<file path="src/rtl/tetris_pkg.sv">
// Shared Tetris playfield definitions: board size defaults, the line-clear FSM
// state encoding and a row-occupancy helper.
package tetris_pkg;

  localparam int BOARD_COLS = 7;
  localparam int BOARD_ROWS = 7;

  // Widest grid and row the row_full helper can inspect.
  localparam int GRID_MAX_BITS = 1024;
  localparam int MAX_COLS      = 64;

  typedef enum logic [1:0] {
    IDLE,
    SCAN,
    DONE
  } state_t;

  // True when every cell of row r is occupied. The caller zero-extends the grid
  // to GRID_MAX_BITS. Each row is cols cells wide.
  function automatic logic row_full(input logic [GRID_MAX_BITS-1:0] grid,
                                    input int r, input int cols);
    logic full;
    full = 1'b1;
    for (int c = 0; c < MAX_COLS; c++) begin
      if (c < cols) full &= grid[r*cols + c];
    end
    return full;
  endfunction

endpackage

</file>
<file path="src/rtl/line_clear_engine_if.sv">
// Request/result bundle between the lock logic (master) and the line-clear
// engine (slave).
interface line_clear_engine_if #(
  parameter int COLS = tetris_pkg::BOARD_COLS,
  parameter int ROWS = tetris_pkg::BOARD_ROWS
);
  localparam int CW = $clog2(ROWS + 1);

  logic                 start;
  logic [ROWS*COLS-1:0] grid_in;
  logic                 busy;
  logic                 done;
  logic [ROWS*COLS-1:0] grid_out;
  logic [CW-1:0]        lines_cleared;
  logic [ROWS-1:0]      full_mask;

  modport master (output start, grid_in,
                  input  busy, done, grid_out, lines_cleared, full_mask);
  modport slave  (input  start, grid_in,
                  output busy, done, grid_out, lines_cleared, full_mask);
endinterface

</file>
<file path="src/rtl/line_clear_engine_row_remove.sv">
// Combinational row removal: drops row idx, shifts every row above it down by
// one, and inserts an empty row at the top. Rows below idx are untouched.
module row_remove #(
  parameter int COLS = tetris_pkg::BOARD_COLS,
  parameter int ROWS = tetris_pkg::BOARD_ROWS,
  parameter int RW   = (ROWS > 1) ? $clog2(ROWS) : 1
) (
  input  logic [ROWS*COLS-1:0] grid,
  input  logic [RW-1:0]        idx,
  output logic [ROWS*COLS-1:0] grid_out
);

  always_comb begin
    // NOTE: assign a full default before the loop so no bit is left unassigned and no latch is inferred.
    grid_out = '0;
    for (int r = 1; r < ROWS; r++) begin
      if (r <= int'(idx)) grid_out[r*COLS +: COLS] = grid[(r-1)*COLS +: COLS];
      else                grid_out[r*COLS +: COLS] = grid[r*COLS +: COLS];
    end
  end

endmodule

</file>
<file path="src/rtl/line_clear_engine.sv">
// Multi-cycle line-clear engine: snapshots the playfield on start, then
// removes one full row per cycle scanning from the bottom row upward.
module line_clear_engine
  import tetris_pkg::*;
#(
  parameter int COLS = BOARD_COLS,
  parameter int ROWS = BOARD_ROWS
) (
  input logic            clk,
  input logic            rst_n,
  line_clear_engine_if.slave bus
);

  localparam int CW = $clog2(ROWS + 1);
  localparam int RW = (ROWS > 1) ? $clog2(ROWS) : 1;

  state_t               state_q, state_d;
  logic [ROWS*COLS-1:0] grid_q, grid_d, grid_removed;
  logic [CW-1:0]        lc_q, lc_d;
  logic [ROWS-1:0]      mask_q, mask_d, in_mask;
  logic [RW-1:0]        idx_q, idx_d;
  logic                 cur_full;

  row_remove #(.COLS(COLS), .ROWS(ROWS), .RW(RW)) u_row_remove (
    .grid     (grid_q),
    .idx      (idx_q),
    .grid_out (grid_removed)
  );

  always_comb begin
    in_mask = '0;
    for (int r = 0; r < ROWS; r++) begin
      in_mask[r] = row_full(GRID_MAX_BITS'(bus.grid_in), r, COLS);
    end
    cur_full = row_full(GRID_MAX_BITS'(grid_q), int'(idx_q), COLS);
  end

  always_comb begin
    state_d = state_q;
    grid_d  = grid_q;
    lc_d    = lc_q;
    mask_d  = mask_q;
    idx_d   = idx_q;
    unique case (state_q)
      IDLE: begin
        if (bus.start) begin
          grid_d  = bus.grid_in;
          mask_d  = in_mask;
          lc_d    = '0;
          idx_d   = RW'(ROWS - 1);
          state_d = SCAN;
        end
      end
      SCAN: begin
        // A full row is removed without moving idx, so the row that drops into it is checked next cycle.
        if (cur_full) begin
          grid_d = grid_removed;
          lc_d   = lc_q + CW'(1);
        end else if (idx_q != '0) begin
          idx_d = idx_q - RW'(1);
        end else begin
          state_d = DONE;
        end
      end
      DONE:    state_d = IDLE;
      default: state_d = IDLE;
    endcase
  end

  always_ff @(posedge clk or negedge rst_n) begin
    if (!rst_n) begin
      state_q <= IDLE;
      grid_q  <= '0;
      lc_q    <= '0;
      mask_q  <= '0;
      idx_q   <= RW'(ROWS - 1);
    end else begin
      // NOTE: sequential state uses non-blocking assignments so every register updates from pre-edge values.
      state_q <= state_d;
      grid_q  <= grid_d;
      lc_q    <= lc_d;
      mask_q  <= mask_d;
      idx_q   <= idx_d;
    end
  end

  assign bus.busy          = (state_q != IDLE);
  assign bus.done          = (state_q == DONE);
  assign bus.grid_out      = grid_q;
  assign bus.lines_cleared = lc_q;
  assign bus.full_mask     = mask_q;

endmodule

</file>
<file path="src/flat_wrapper.sv">
// flat-port wrapper written by rule: the top's interface ports become plain ports
module line_clear_engine_flat import tetris_pkg::*;
#(
  parameter int COLS = BOARD_COLS,
  parameter int ROWS = BOARD_ROWS
)
  (clk, rst_n, bus_start, bus_grid_in, bus_busy, bus_done, bus_grid_out, bus_lines_cleared, bus_full_mask);
  line_clear_engine_if #(.COLS(COLS), .ROWS(ROWS)) bus_i ();
  input logic clk;
  input logic rst_n;
  input wire logic [$bits(bus_i.start)-1:0] bus_start;
  input wire logic [$bits(bus_i.grid_in)-1:0] bus_grid_in;
  output wire logic [$bits(bus_i.busy)-1:0] bus_busy;
  output wire logic [$bits(bus_i.done)-1:0] bus_done;
  output wire logic [$bits(bus_i.grid_out)-1:0] bus_grid_out;
  output wire logic [$bits(bus_i.lines_cleared)-1:0] bus_lines_cleared;
  output wire logic [$bits(bus_i.full_mask)-1:0] bus_full_mask;
  assign bus_i.start = bus_start;
  assign bus_i.grid_in = bus_grid_in;
  assign bus_busy = bus_i.busy;
  assign bus_done = bus_i.done;
  assign bus_grid_out = bus_i.grid_out;
  assign bus_lines_cleared = bus_i.lines_cleared;
  assign bus_full_mask = bus_i.full_mask;
  line_clear_engine #(.COLS(COLS), .ROWS(ROWS)) u_core (.clk(clk), .rst_n(rst_n), .bus(bus_i));
endmodule
</file>
<file path="config.mk">
export PLATFORM = sky130hd
export DESIGN_NAME = line_clear_engine_flat
export DESIGN_NICKNAME = d
export VERILOG_FILES = /design/src/rtl/tetris_pkg.sv /design/src/rtl/line_clear_engine_if.sv /design/src/rtl/line_clear_engine_row_remove.sv /design/src/rtl/line_clear_engine.sv /design/src/flat_wrapper.sv
export SDC_FILE = /design/constraint.sdc
export NUM_CORES = 1
export LEC_CHECK = 0
export ABC_AREA = 1
export CORE_MARGIN = 2
export CORE_UTILIZATION = 55
export DETAILED_ROUTE_END_ITERATION = 8
export GPL_TIMING_DRIVEN = 0
export PLACE_DENSITY = 0.9
export SYNTH_ARGS = -nofsm -noshare
export SYNTH_HDL_FRONTEND = slang
export SYNTH_HIERARCHICAL = 1
export SYNTH_SLANG_ARGS = --single-unit
</file>
<file path="constraint.sdc">
create_clock -name clk -period 4 [get_ports clk]
set_input_delay 0.8 -clock clk [delete_from_list [all_inputs] [get_ports clk]]
set_output_delay 0.8 -clock clk [all_outputs]
set_load 0.01 [all_outputs]
</file>
# After elaboration in Yosys (flattened, before gate mapping)
# Index checks and enable logic that the tools add are counted.
[classes]
addsub = 8
n_mul = 1
order_cmp = 13
eq_ne = 13
n_mux = 41
n_bitwise = 48
n_reduce_logical = 14
[ops]
columns = ["cell", "n"]
rows = [
  ["$lt A32 B12 Y1 const B", 7],
  ["$mux W49", 2],
  ["$pmux W49 S2", 1],
  ["$add A32 B4 Y32 const B", 3],
  ["$bmux W1 S10", 7],
  ["$add A32 B3 Y32 const B", 2],
  ["$and A1 B1 Y1", 48],
  ["$mux W7", 6],
  ["$add A32 B2 Y32 const B", 1],
  ["$reduce_and A4 Y1", 7],
  ["$ne A2 B2 Y1 const B", 9],
  ["$mux W3", 5],
  ["$mux W1", 14],
  ["$pmux W3 S2", 2],
  ["$le A3 B3 Y1 const A", 3],
  ["$le A2 B3 Y1 const A", 2],
  ["$mul A3 B3 Y6 const B", 1],
  ["$mux W2", 3],
  ["$reduce_and A3 Y1", 2],
  ["$ne A2 B1 Y1 const B", 2],
  ["$pmux W2 S2", 1],
  ["$reduce_bool A2 Y1", 2],
  ["$add A3 B1 Y3 const B", 1],
  ["$le A1 B3 Y1 const A", 1],
  ["6 further kinds", 6],
]
[word_totals]
register_bits = 64
input_bits = 52
output_inout_bits = 61
wordCells = 149

# Longest topological paths before layout
[depth]
depth_word = 13
depth_mapped = 26
ltp_nobuf = 21

# Modules after synthesis
# The synthesis kept the hierarchy.
[modules_own_cells]
columns = ["module", "n_inst", "cells_each", "area_per_inst_um2", "seq_area_each_um2"]
rows = [
  ["line_clear_engine", 1, 1018, 6010.8, 1604.0],
  ["row_remove", 1, 150, 639.4, 0.0],
]

# Worst setup path after synthesis
# No wires, ideal clock.
[synth_path]
kind = "register to register"
startpoint = "reg u_core.idx_q[2]"
endpoint = "reg u_core.grid_q[7] (netlist: u_core/bus.grid_out[7])"
setup_time_ns = 0.066
t_arrival_ns = 3.454
required_time_ns = 3.934
path_slack_ns = 0.480
path_stages_with_launch = 23
n_path_buf = 3
synth_period_minus_slack_ns = 3.520
path_cell_list = "dfstp_2 fa_1 ha_1 fa_1 buf_4 nor2_1 nor2_2 nor2_1 nand2_1 nand2_1 nor2_1 nand2_1 nand2_1 nand2_1 nor2_1 nand2_1 nor2_1 nand3_2 nand2_2 buf_6 buf_6 nand2_1 nand2_1"
[synth_between]
elab_chain_len = 13
elab_cells_between_ends = 38
[synth_lines]
columns = ["element", "line_no", "rtl"]
rows = [
  ["start: declaration", "line_clear_engine.sv:21", "logic [RW-1:0] idx_q, idx_d;"],
  ["start signal: assignment", "line_clear_engine.sv:76", "idx_q <= RW'(ROWS - 1);"],
  ["start signal: assignment", "line_clear_engine.sv:83", "idx_q <= idx_d;"],
  ["$mul A3 B3 Y6", "tetris_pkg.sv:25", "if (c < cols) full &= grid[r*cols + c];"],
  ["$add A32 B2 Y32", "tetris_pkg.sv:25", ""],
  ["$bmux W1 S10", "tetris_pkg.sv:25", ""],
  ["$mux W1 (not written as such) (2 in a row)", "tetris_pkg.sv:25", ""],
  ["$and A1 B1 Y1 (6 in a row)", "tetris_pkg.sv:25", ""],
  ["$ne A2 B1 Y1 (no source line)", "-", ""],
  ["$reduce_and A4 Y1 (no source line) (*)", "-", ""],
  ["end signal: assignment", "line_clear_engine.sv:80", "grid_q <= grid_d;"],
  ["end: declaration", "line_clear_engine.sv:18", "logic [ROWS*COLS-1:0] grid_q, grid_d, grid_removed;"],
]
# Every way passes the cells marked *; elsewhere a longest branch is shown, timed or not. The select of a mux whose other input is x is not followed.
# A chain may end at the register's enable or synchronous reset.

# Worst setup path in the final report
[layout_path]
startpoint = "reg u_core.idx_q[0]"
endpoint = "reg u_core.grid_q[24] (netlist: u_core/bus.grid_out[24])"
# Same word-level chain as after synthesis.

==> results.md <==
- Reg2reg setup slack: between 0.09 and 0.1 ns
- Bufs on Longest Clock Path: 2
- Finished Cell Area: 0.00860 mm²
- Worst hold stages: 2
- Worst-Skew Late Latency: 0.34 ns
- Tmin final: 3.90 ns
- Post-synth EDFFs: 0
- Ys flop type: dfrtp_1
- Die height: 114 µm
- Required time of the critical path: between 4 and 5 ns
- Max Cap Violations: 0
- Global route total overflow: 0
- Distinct cells, synth: 38
- Worst-path fanout max: 10
- Final hold vios: 0
- CP Launch Type: register
- Final setup violation count: 0
- Ys async rst share: 100%
- Final ANT Viol Nets: 0
- Seq/Total Area, Yosys: between 20% and 30%
- FMAX: 0.256 GHz
- Netlist Area Pre-Place: ~0.0067 mm²
- Reg2Reg Depth: 20
- Clk root buf: clkbuf_16
- Storage cell area: 0.00161 mm²
- CTS tree: done
- Worst min-delay path class: reg2reg
- Slew headroom: 44.5%
- Global-route wire length before repair: 42500 µm
- YS warnings: 6
- Worst-Margin Slew: approximately 0.83 ns
- Row Count: 40
- Initial core utilization: 55.8%
- WL final: 27300 µm
- Gr usage total: a little over two fifths
- DIE AREA: 0.0130 mm²
- Largest net degree at the start of global routing: 65
- Layout cells sized above 1: 8.88%
- DR iter-0 viols: ~1400
- Post-DR wirelength/cell: 18.6 µm
- Mapped Cells: 1168
- I/O Buffers: 112
- Tcrit/Tclk final: 97.6%
- Die Wd: 114 µm
- Layout area overhead: 29.3%
- # H-tree levels: 3
- Worst-case clock skew: just under 0.007 ns
- CP Class: reg2reg
- Reg clk slew, reported paths: around 0.06 ns
- Drc violations: 0
- Fill cell count: 1049
- Core ar.: 0.0119 mm²
- First-pass iteration count of the detailed router: 6
- Status: finished clean
- Final Net Count: 1384
- Clk sinks: 64
- Area of the multi-input gates: around 0.0045 mm²
- Pins Over Slew Limit: 0
- Cell Area, Placed: 0.00798 mm²
- # diodes: 0
- Mapped Avg Cell Area: 5.69 µm²
- Post-CTS Hold Buffers: 0
- Post-DP HPWL: between 20000 and 25000 µm
- Vias: a little under 9000
- Post-synthesis sequential element count: 64
- Arr. time, crit path: 4.13 ns
- Crit path capture type: register
- RePlAce Congestion: roughly 1.1
- Initial antenna violation count: 0
- Total I/O pin count: 113
- Clock buffer count from CTS: 9
- Post-DR vias/cell: between 6 and 7
- Number of global-route vias before repair: 7975
-- per-stage QoR --
step	instances	TNS [ns]	util, %	hold slack, ns	worst slack (ns)
detailed placement	1433	-27.77	67.0	0.472	-0.555
global placement	1433	-27.73	67.0	0.466	-0.571
floorplan	1174	0	-	0.504	0.480
CTS	1460	0	70.9	0.485	0.00458
global route	1465	-0.0925	72.2	0.498	-0.0227
finish	1465	0	72.2	0.486	0.0970
-- final cells by class --
| class | instances | area share, % |
|---|---|---|
| multi-input cells | 974 | 52.9 |
| flip-flops and latches | 64 | 18.7 |
| inverters | 69 | 3.04 |
| clock buffers | 10 | 2.66 |
| well taps | 147 | 2.14 |
| repair buffers | 129 | 14.6 |
| plain buffers | 66 | 4.92 |
| clock inverters | 6 | 0.990 |
-- path summary, 6_finish.rpt --
| kind | start | end |
|---|---|---|
| setup / recovery | u_core/idx_q[0] | u_core/bus.grid_out[24] |
| hold / removal | u_core/bus.full_mask[1] | u_core/bus.full_mask[1] |
| setup reg to reg | u_core/idx_q[0] | u_core/bus.grid_out[24] |
| hold reg to reg | u_core/bus.full_mask[1] | u_core/bus.full_mask[1] |
| max in group asynchronous | rst_n | u_core/idx_q[0] |
| min in group asynchronous | rst_n | u_core/bus.grid_out[32] |
-- worst max-delay path, cell delays in order (launching register included) --
cell and delay, ns:
dfrtp_2 0.43, buf_4 0.15, fa_2 0.56, ha_4 0.15, fa_2 0.51, buf_8 0.17
nor2_1 0.18, nor2_4 0.08, nor2_2 0.16, nand2_1 0.08, nor2_1 0.11, nor2_1 0.05
nand2_1 0.07, nand2_1 0.06, nor2_2 0.14, nand2_1 0.09, nor2_2 0.14, nand3_4 0.18
clkbuf_4 0.27, nand3_1 0.11, nand2_1 0.07
-- cells in the mapped netlist, types with 4 or more instances --
library cell	n	area share (%)
nand2_1	542	31
dfrtp_1	62	23
xor2_1	7	0.92
o211ai_1	7	0.79
o21ai_0	66	5.0
nand3_1	221	17
inv_2	5	0.28
nor3_1	5	0.38
ha_1	16	3.0
buf_6	4	0.68
a31oi_1	4	0.38
nor2_1	51	2.9
clkbuf_1	18	1.0
inv_1	63	3.6
o31ai_1	4	0.45
nand4_1	7	0.66
buf_1	4	0.23
xnor2_1	4	0.53
buf_2	26	2.0
buf_4	14	1.6
a21oi_1	10	0.75
-- logic make-up after synthesis --
kind of cell | synth area share, %
buf+inv | 9.43
compound gates | 8.03
other cells | 0.0564
simple gates | 52.5
fa+ha+maj | 3.91
flops | 24.1
xor+xnor | 1.94
-- timing repair --
| item | CTS | global route |
|---|---|---|
| setup buffers | 12 | 5 |
| endpoints found under the setup margin | 57 | 57 |
| gates resized for setup | 20 | 41 |
| pin swaps | 4 | 8 |
-- placed cells by master, fill, tap and decap left out, types with 5 or more instances in the layout --
| master | n |
|---|---|
| nand3_1 | 220 |
| nand2_2 | 5 |
| ha_1 | 12 |
| xor2_1 | 7 |
| conb_1 | 7 |
| nor3_1 | 5 |
| buf_2 | 18 |
| clkbuf_1 | 17 |
| o211ai_1 | 7 |
| a21oi_1 | 10 |
| nor2_2 | 8 |
| inv_2 | 5 |
| nand4_1 | 7 |
| clkdlybuf4s50_1 | 111 |
| clkbuf_16 | 9 |
| dfrtp_1 | 61 |
| nor2_1 | 43 |
| buf_4 | 33 |
| inv_1 | 62 |
| nand2_1 | 539 |
| o21ai_0 | 66 |
-- metal layers --
metal	global-route usage, %	wire [µm]	vias to the layer above
li1	-	-	4052
met3	11.2	3560	140
met4	21.3	1670	0
met1	54.7	10100	3889
met2	65.1	12000	735
met5	0	0	-
-- state kept, by name (all words and copies together) (netlist names) --
name	flops
u_core/state_q	2
u_core/bus.full_mask	7
u_core/idx_q	3
u_core/bus.lines_cleared	3
u_core/bus.grid_out	49
Power is not shown: default switching activity piles up to over one toggle a cycle in this logic, so the estimate is an artifact.
